### config.mk
export PLATFORM = sky130hd
export DESIGN_NAME = aibnd_dcc_fine_therm_ctrl
export DESIGN_NICKNAME = d
export VERILOG_FILES = /design/src/rtl/aibnd_dcc_fine_therm_ctrl.sv
export SDC_FILE = /design/constraint.sdc
export NUM_CORES = 1
export LEC_CHECK = 0
export ABC_AREA = 0
export BUFFER_PORTS_ARGS = -buffer_cell sky130_fd_sc_hd__buf_2
export CAP_MARGIN = 5
export CELL_PAD_IN_SITES_DETAIL_PLACEMENT = 0
export CELL_PAD_IN_SITES_GLOBAL_PLACEMENT = 2
export CORE_MARGIN = 2
export CORE_UTILIZATION = 37
export DETAILED_ROUTE_END_ITERATION = 16
export PLACE_DENSITY = 0.84
export SYNTH_ARGS = -nofsm -noshare
export SYNTH_HDL_FRONTEND = slang
export SYNTH_SLANG_ARGS = --single-unit
export TNS_END_PERCENT = 50
### constraint.sdc
create_clock -name clk -period 5.95 [get_ports clk]
set_input_delay 1.19 -clock clk [delete_from_list [all_inputs] [get_ports clk]]
set_output_delay 1.19 -clock clk [all_outputs]
set_load 0.005 [all_outputs]
### src/rtl/aibnd_dcc_fine_therm_ctrl.sv
// Fine-delay DCC controller: filters phase-detector votes, steps a 0..30
// fine code with a settle window after every change, drives registered
// thermometer buses (true/complement) and reports saturation and lock.
module aibnd_dcc_fine_therm_ctrl #(
  parameter int VOTE_N     = 4,
  parameter int SETTLE_CYC = 8,
  parameter int LOCK_N     = 4,
  parameter int INIT_CODE  = 15
) (
  input  logic        clk,
  input  logic        rstb,
  input  logic        dcc_en,
  input  logic        ovr_en,
  input  logic [4:0]  ovr_code,
  input  logic        pd_vld,
  input  logic        pd_up,
  output logic [4:0]  fine_code,
  output logic [14:0] therm_up,
  output logic [14:0] thermb_up,
  output logic [14:0] therm_dn,
  output logic [14:0] thermb_dn,
  output logic        sat_hi,
  output logic        sat_lo,
  output logic        dcc_lock
);

  localparam logic [1:0] ST_DIS    = 2'd0;
  localparam logic [1:0] ST_TRACK  = 2'd1;
  localparam logic [1:0] ST_SETTLE = 2'd2;
  localparam logic [1:0] ST_OVR    = 2'd3;

  localparam logic [4:0] CODE_MAX    = 5'd30;
  localparam logic [4:0] CODE_INIT   = 5'(INIT_CODE);
  localparam logic [3:0] VOTE_TGT    = 4'(VOTE_N);
  localparam logic [3:0] LOCK_TGT    = 4'(LOCK_N);
  localparam logic [7:0] SETTLE_LAST = 8'(SETTLE_CYC - 1);

  // Bit i of the 30-bit thermometer is set when the code exceeds i; the
  // low 15 bits feed the up bank, the high 15 bits the dn bank.
  function automatic logic [29:0] therm_decode(input logic [4:0] c);
    logic [29:0] t;
    for (int i = 0; i < 30; i++) begin
      t[i] = (int'(c) > i);
    end
    return t;
  endfunction

  // Override codes above the top of the line clamp to 30.
  function automatic logic [4:0] clamp_code(input logic [4:0] c);
    return (c > CODE_MAX) ? CODE_MAX : c;
  endfunction

  logic [1:0]  state_q, state_d;
  logic [4:0]  code_q, code_d;
  logic        dir_q, dir_d;
  logic [3:0]  vcnt_q, vcnt_d;
  logic [7:0]  scnt_q, scnt_d;
  logic [3:0]  rev_q, rev_d;
  logic        last_dir_q, last_dir_d;
  logic        have_last_q, have_last_d;
  logic        sat_hi_q, sat_hi_d;
  logic        sat_lo_q, sat_lo_d;
  logic        lock_q, lock_d;
  logic [14:0] therm_up_q, thermb_up_q, therm_dn_q, thermb_dn_q;
  logic [29:0] therm_nxt;
  logic [3:0]  vote_nxt;
  logic [3:0]  rev_nxt;
  logic        clr;

  // Next-state logic: mode FSM, vote filter, step commit, lock tracking.
  always_comb begin
    state_d     = state_q;
    code_d      = code_q;
    dir_d       = dir_q;
    vcnt_d      = vcnt_q;
    scnt_d      = scnt_q;
    rev_d       = rev_q;
    last_dir_d  = last_dir_q;
    have_last_d = have_last_q;
    sat_hi_d    = sat_hi_q;
    sat_lo_d    = sat_lo_q;
    lock_d      = lock_q;
    vote_nxt    = 4'd0;
    rev_nxt     = 4'd0;
    clr         = 1'b0;

    if (ovr_en) begin
      state_d = ST_OVR;
      code_d  = clamp_code(ovr_code);
      clr     = 1'b1;
    end else begin
      case (state_q)
        ST_OVR: begin
          state_d = ST_DIS;
          clr     = 1'b1;
        end
        ST_DIS: begin
          clr = 1'b1;
          if (dcc_en) state_d = ST_TRACK;
        end
        ST_TRACK: begin
          if (!dcc_en) begin
            state_d = ST_DIS;
            clr     = 1'b1;
          end else if (pd_vld) begin
            if ((pd_up == dir_q) && (vcnt_q != 4'd0)) begin
              vote_nxt = vcnt_q + 4'd1;
            end else begin
              vote_nxt = 4'd1;
              dir_d    = pd_up;
            end
            if (vote_nxt == VOTE_TGT) begin
              vcnt_d = 4'd0;
              if (pd_up ? (code_q < CODE_MAX) : (code_q != 5'd0)) begin
                code_d   = pd_up ? (code_q + 5'd1) : (code_q - 5'd1);
                sat_hi_d = 1'b0;
                sat_lo_d = 1'b0;
                state_d  = ST_SETTLE;
                scnt_d   = 8'd0;
                // Reversals are counted only between code-changing steps.
                if (have_last_q && (last_dir_q != pd_up)) begin
                  rev_nxt = (rev_q == LOCK_TGT) ? rev_q : (rev_q + 4'd1);
                end else begin
                  rev_nxt = 4'd0;
                end
                rev_d       = rev_nxt;
                last_dir_d  = pd_up;
                have_last_d = 1'b1;
                if (rev_nxt == LOCK_TGT) lock_d = 1'b1;
              end else if (pd_up) begin
                sat_hi_d = 1'b1;
              end else begin
                sat_lo_d = 1'b1;
              end
            end else begin
              vcnt_d = vote_nxt;
            end
          end
        end
        ST_SETTLE: begin
          if (!dcc_en) begin
            state_d = ST_DIS;
            clr     = 1'b1;
          end else if (scnt_q == SETTLE_LAST) begin
            state_d = ST_TRACK;
            scnt_d  = 8'd0;
          end else begin
            scnt_d = scnt_q + 8'd1;
          end
        end
        default: begin
          state_d = ST_DIS;
          clr     = 1'b1;
        end
      endcase
    end

    if (clr) begin
      vcnt_d      = 4'd0;
      scnt_d      = 8'd0;
      rev_d       = 4'd0;
      have_last_d = 1'b0;
      sat_hi_d    = 1'b0;
      sat_lo_d    = 1'b0;
      lock_d      = 1'b0;
    end

    therm_nxt = therm_decode(code_d);
  end

  // State and output registers; thermometer buses load from the next-code
  // decode so they change on the same edge as the code, glitch-free.
  always_ff @(posedge clk or negedge rstb) begin
    if (!rstb) begin
      state_q     <= ST_DIS;
      code_q      <= CODE_INIT;
      dir_q       <= 1'b0;
      vcnt_q      <= 4'd0;
      scnt_q      <= 8'd0;
      rev_q       <= 4'd0;
      last_dir_q  <= 1'b0;
      have_last_q <= 1'b0;
      sat_hi_q    <= 1'b0;
      sat_lo_q    <= 1'b0;
      lock_q      <= 1'b0;
      therm_up_q  <= therm_decode(CODE_INIT)[14:0];
      thermb_up_q <= ~therm_decode(CODE_INIT)[14:0];
      therm_dn_q  <= therm_decode(CODE_INIT)[29:15];
      thermb_dn_q <= ~therm_decode(CODE_INIT)[29:15];
    end else begin
      state_q     <= state_d;
      code_q      <= code_d;
      dir_q       <= dir_d;
      vcnt_q      <= vcnt_d;
      scnt_q      <= scnt_d;
      rev_q       <= rev_d;
      last_dir_q  <= last_dir_d;
      have_last_q <= have_last_d;
      sat_hi_q    <= sat_hi_d;
      sat_lo_q    <= sat_lo_d;
      lock_q      <= lock_d;
      therm_up_q  <= therm_nxt[14:0];
      thermb_up_q <= ~therm_nxt[14:0];
      therm_dn_q  <= therm_nxt[29:15];
      thermb_dn_q <= ~therm_nxt[29:15];
    end
  end

  assign fine_code = code_q;
  assign therm_up  = therm_up_q;
  assign thermb_up = thermb_up_q;
  assign therm_dn  = therm_dn_q;
  assign thermb_dn = thermb_dn_q;
  assign sat_hi    = sat_hi_q;
  assign sat_lo    = sat_lo_q;
  assign dcc_lock  = lock_q;

endmodule

==> results_dict.tcl <==
set metrics [dict create \
    drc 0 \
    grt_pass1_vias 3001 \
    die_area_um2 11500 \
    endpoint_kind "register" \
    required_ns 6.19 \
    die_h_um 107 \
    hold_path_depth 2 \
    grt_max_degree 50 \
    drive_above_1_share 0.339 \
    antenna_left 0 \
    yosys_warnings 0 \
    drt_iter0_drc 123 \
    leakagePower_uw 0.00214 \
    wl_um 9050 \
    whs_ns 0.519 \
    yosys.cell_types.count 61 \
    synth_edf_count 0 \
    r2r_slack_ns 2.39 \
    cts_buffers 9 \
    vias_per_cell 5.00 \
    cpLargestDelayFamily "compound AO/OA/AOI/OAI gates" \
    finClkSkew_ns 0.0105 \
    vias 2919 \
    grt_usage 0.170 \
    fin_crit_ns 3.96 \
    path_cells "buf_2, inv_1, ha_1, nand2b_1, a21oi_1, xnor2_1, mux2_2, o31ai_2, inv_2, and3_4, inv_2, a21oi_2" \
    start_util 0.381 \
    worstPathMaxFanout 18 \
    hpwl_um 6500 \
    synthesis.area_um2 3930 \
    fin_crit_sh 0.665 \
    status "finished, final reports clean" \
    fin_nets 467 \
    cts_tree "built" \
    diodes 0 \
    cts_root_buf "clkbuf_8" \
    tns_ns 0 \
    synth_area_leaders "dfrtp_1 35%, dfstp_2 23%, ha_1 3.8%" \
    reg2regPathDepth 11 \
    power_density_nw_per_um2 279 \
    cts_resized 0 \
    synth_fp_nets 389 \
    core_area_um2 10300 \
    clock.fmax_ghz 0.253 \
    overflow 0 \
    ys.flop_type "dfrtp_1" \
    clk_pin_slew_ns 0.10 \
    setup.worst_path.start_class "input pin" \
    rows 37 \
    path_buf_inv 4 \
    synth_top_area_cell "dfrtp_1" \
    relSlewSlack 0.308 \
    slowest_delay_ns 0.82 \
    ctsHoldBuffers 0 \
    gp_congestion 0.800 \
    area_delta_synth_final_pct 17.7 \
    async_flop_share 1.00 \
    clock_latency_ns 0.36 \
    antenna_found_initial 1 \
    tightest_slew_ns 1.03 \
    cpMostUsedCell "inv_2" \
    maxSlewViolCount 0 \
    cts_max_level 3 \
    critical_path_cell_count 12 \
    worstReg2RegEnd "therm_dn[13]" \
    crit_type "input pin to register" \
    grt_pass1_wl_um 15100 \
    port_buffers 78 \
    synth.top_cell.area_share 0.350 \
    hold_violations 0 \
    irDropWorstVdd_mv 0.148 \
    drtPass1Iterations 4 \
    clockBufferDepth 2 \
    critical_path.startpoint "pd_up" \
    totalPowerFinal_uw 1290 \
    cts_setup_buffers 0 \
    yosysSeqAreaShare 0.577 \
    worstPathArrival_ns 4.20 \
    final-setup-viol-count 0 \
    synthCells 365 \
    io_pins 79 \
    avgSynthCellArea_um2 10.8 \
    rsz0062_at_grt "no" \
    clkSinkCount 89 \
    slowest_stage "o31ai_2" \
    hp-class "register to register" \
    chipWidth_um 107 \
    ys_ff_latch 89 \
    crit_end "therm_dn[13]" \
    r2r-start "fine_code[0]" \
    cap_violations 0 \
    routedWlPerCell_um 15.5 \
]
[routing by layer]
| metal | part of all wire | wire length, um | track usage | vias up |
|---|---|---|---|---|
| li1 | - | - | - | 1404 |
| met2 | 0.49 | 4390 | 0.274 | 57 |
| met3 | 0.060 | 539 | 0.0565 | 14 |
| met5 | 0.0014 | 13 | 0 | - |
| met4 | 0.011 | 104 | 0.0575 | 2 |
| met1 | 0.44 | 4000 | 0.214 | 1442 |
[metrics by stage]
| step | utilization | worst slack, ns | instance area [um2] | std cells |
|---|---|---|---|---|
| 2_1_floorplan | - | 2.70 | 3930 | 365 |
| 3_3_place_gp | 0.429 | 1.71 | 4430 | 568 |
| 3_5_place_dp | 0.429 | 1.62 | 4430 | 568 |
| 4_1_cts | 0.448 | 2.02 | 4630 | 584 |
| 5_1_grt | 0.448 | 1.72 | 4630 | 584 |
| 6_report | 0.448 | 1.99 | 4630 | 584 |
[power breakdown]
| group | internal, uW | total [uW] | switching [uW] | leakage [uW] |
|---|---|---|---|---|
| registers | 668 | 687 | 19.6 | 0.00108 |
| logic | 72.2 | 195 | 123 | 0.000969 |
| clock network | 165 | 409 | 244 | 0.0000942 |
| total | 905 | 1290 | 386 | 0.00214 |
[cell usage in the layout (no fill, tap or decap), types with 4 or more instances in the layout]
cell      instances
dfrtp_1          55
and2_1            5
buf_2            77
and3_1            5
nand2b_1          4
nor2_1           35
nand2_1          32
ha_1             12
a31oi_1           4
o21ai_0          15
o21ai_1           4
nor2b_1           4
dfstp_2          34
nand4_1           4
xor2_1            4
clkbuf_8          9
nor3_1            9
a21o_1            4
inv_1            25
xnor2_1           5
nand3_1          10
a21oi_1          27
[flip-flops by register name, indices dropped and copies added, names as in the netlist]
name / flops
rev_q: 4
vcnt_q: 4
last_dir_q: 1
therm_dn: 15
state_q: 2
thermb_up: 15
sat_hi: 1
dir_q: 1
dcc_lock: 1
scnt_q: 8
therm_up: 15
thermb_dn: 15
sat_lo: 1
have_last_q: 1
fine_code: 5
[cells by family (layout without fill, tap and decap cells)]
group | count (synthesis) | in the layout | share of synthesized area
and+or+nand+nor | 130 | 130 | 0.172
muxes | 5 | 5 | 0.0134
AOI/OAI and AO/OA | 79 | 79 | 0.129
adders and majority gates | 13 | 13 | 0.0433
buffers and inverters | 40 | 123 | 0.0452
xor gates and xnor gates | 9 | 9 | 0.0200
DFF | 89 | 89 | 0.577
[layout make-up]
class,instances,area [um2]
clock inverters,7,73.8
multi-input cells,236,1480
well taps,136,170
inverters,28,105
clock buffers,9,124
repair buffers,79,400
flip-flops and latches,89,2270
fillers,975,5700
[Yosys cell counts (3+ instances only)]
master    instances
nand2_1          32
a31oi_1           4
a21o_1            4
dfstp_2          34
o21ai_0          15
nor3_1            9
nor2b_1           4
nand4_1           4
o21ai_1           4
ha_1             12
inv_2             3
nand3_1          10
buf_6             3
a211o_1           3
inv_1            25
clkbuf_1          7
and2_1            5
and3_1            5
nor2_1           35
dfrtp_1          55
a21oi_1          27
nand2b_1          4
xnor2_1           5
xor2_1            4
mux2i_1           3
o31ai_1           3
[worst min path at each step]
| stage | from | to |
|---|---|---|
| 6_report | dcc_lock | dcc_lock |
| 5_1_grt | scnt_q[1] | scnt_q[1] |
| 4_1_cts | dcc_lock | dcc_lock |
| 3_5_place_dp | dcc_lock | dcc_lock |
| 3_3_place_gp | dcc_lock | dcc_lock |
| 2_1_floorplan | scnt_q[1] | scnt_q[1] |
[worst min-delay path: cells and delay by family (launching register included)]
kind            cells  cell delay [ns]
flops               1             0.36
compound gates      1             0.05
simple gates        1             0.08
Note: power is estimated with default switching activity, not from simulation.
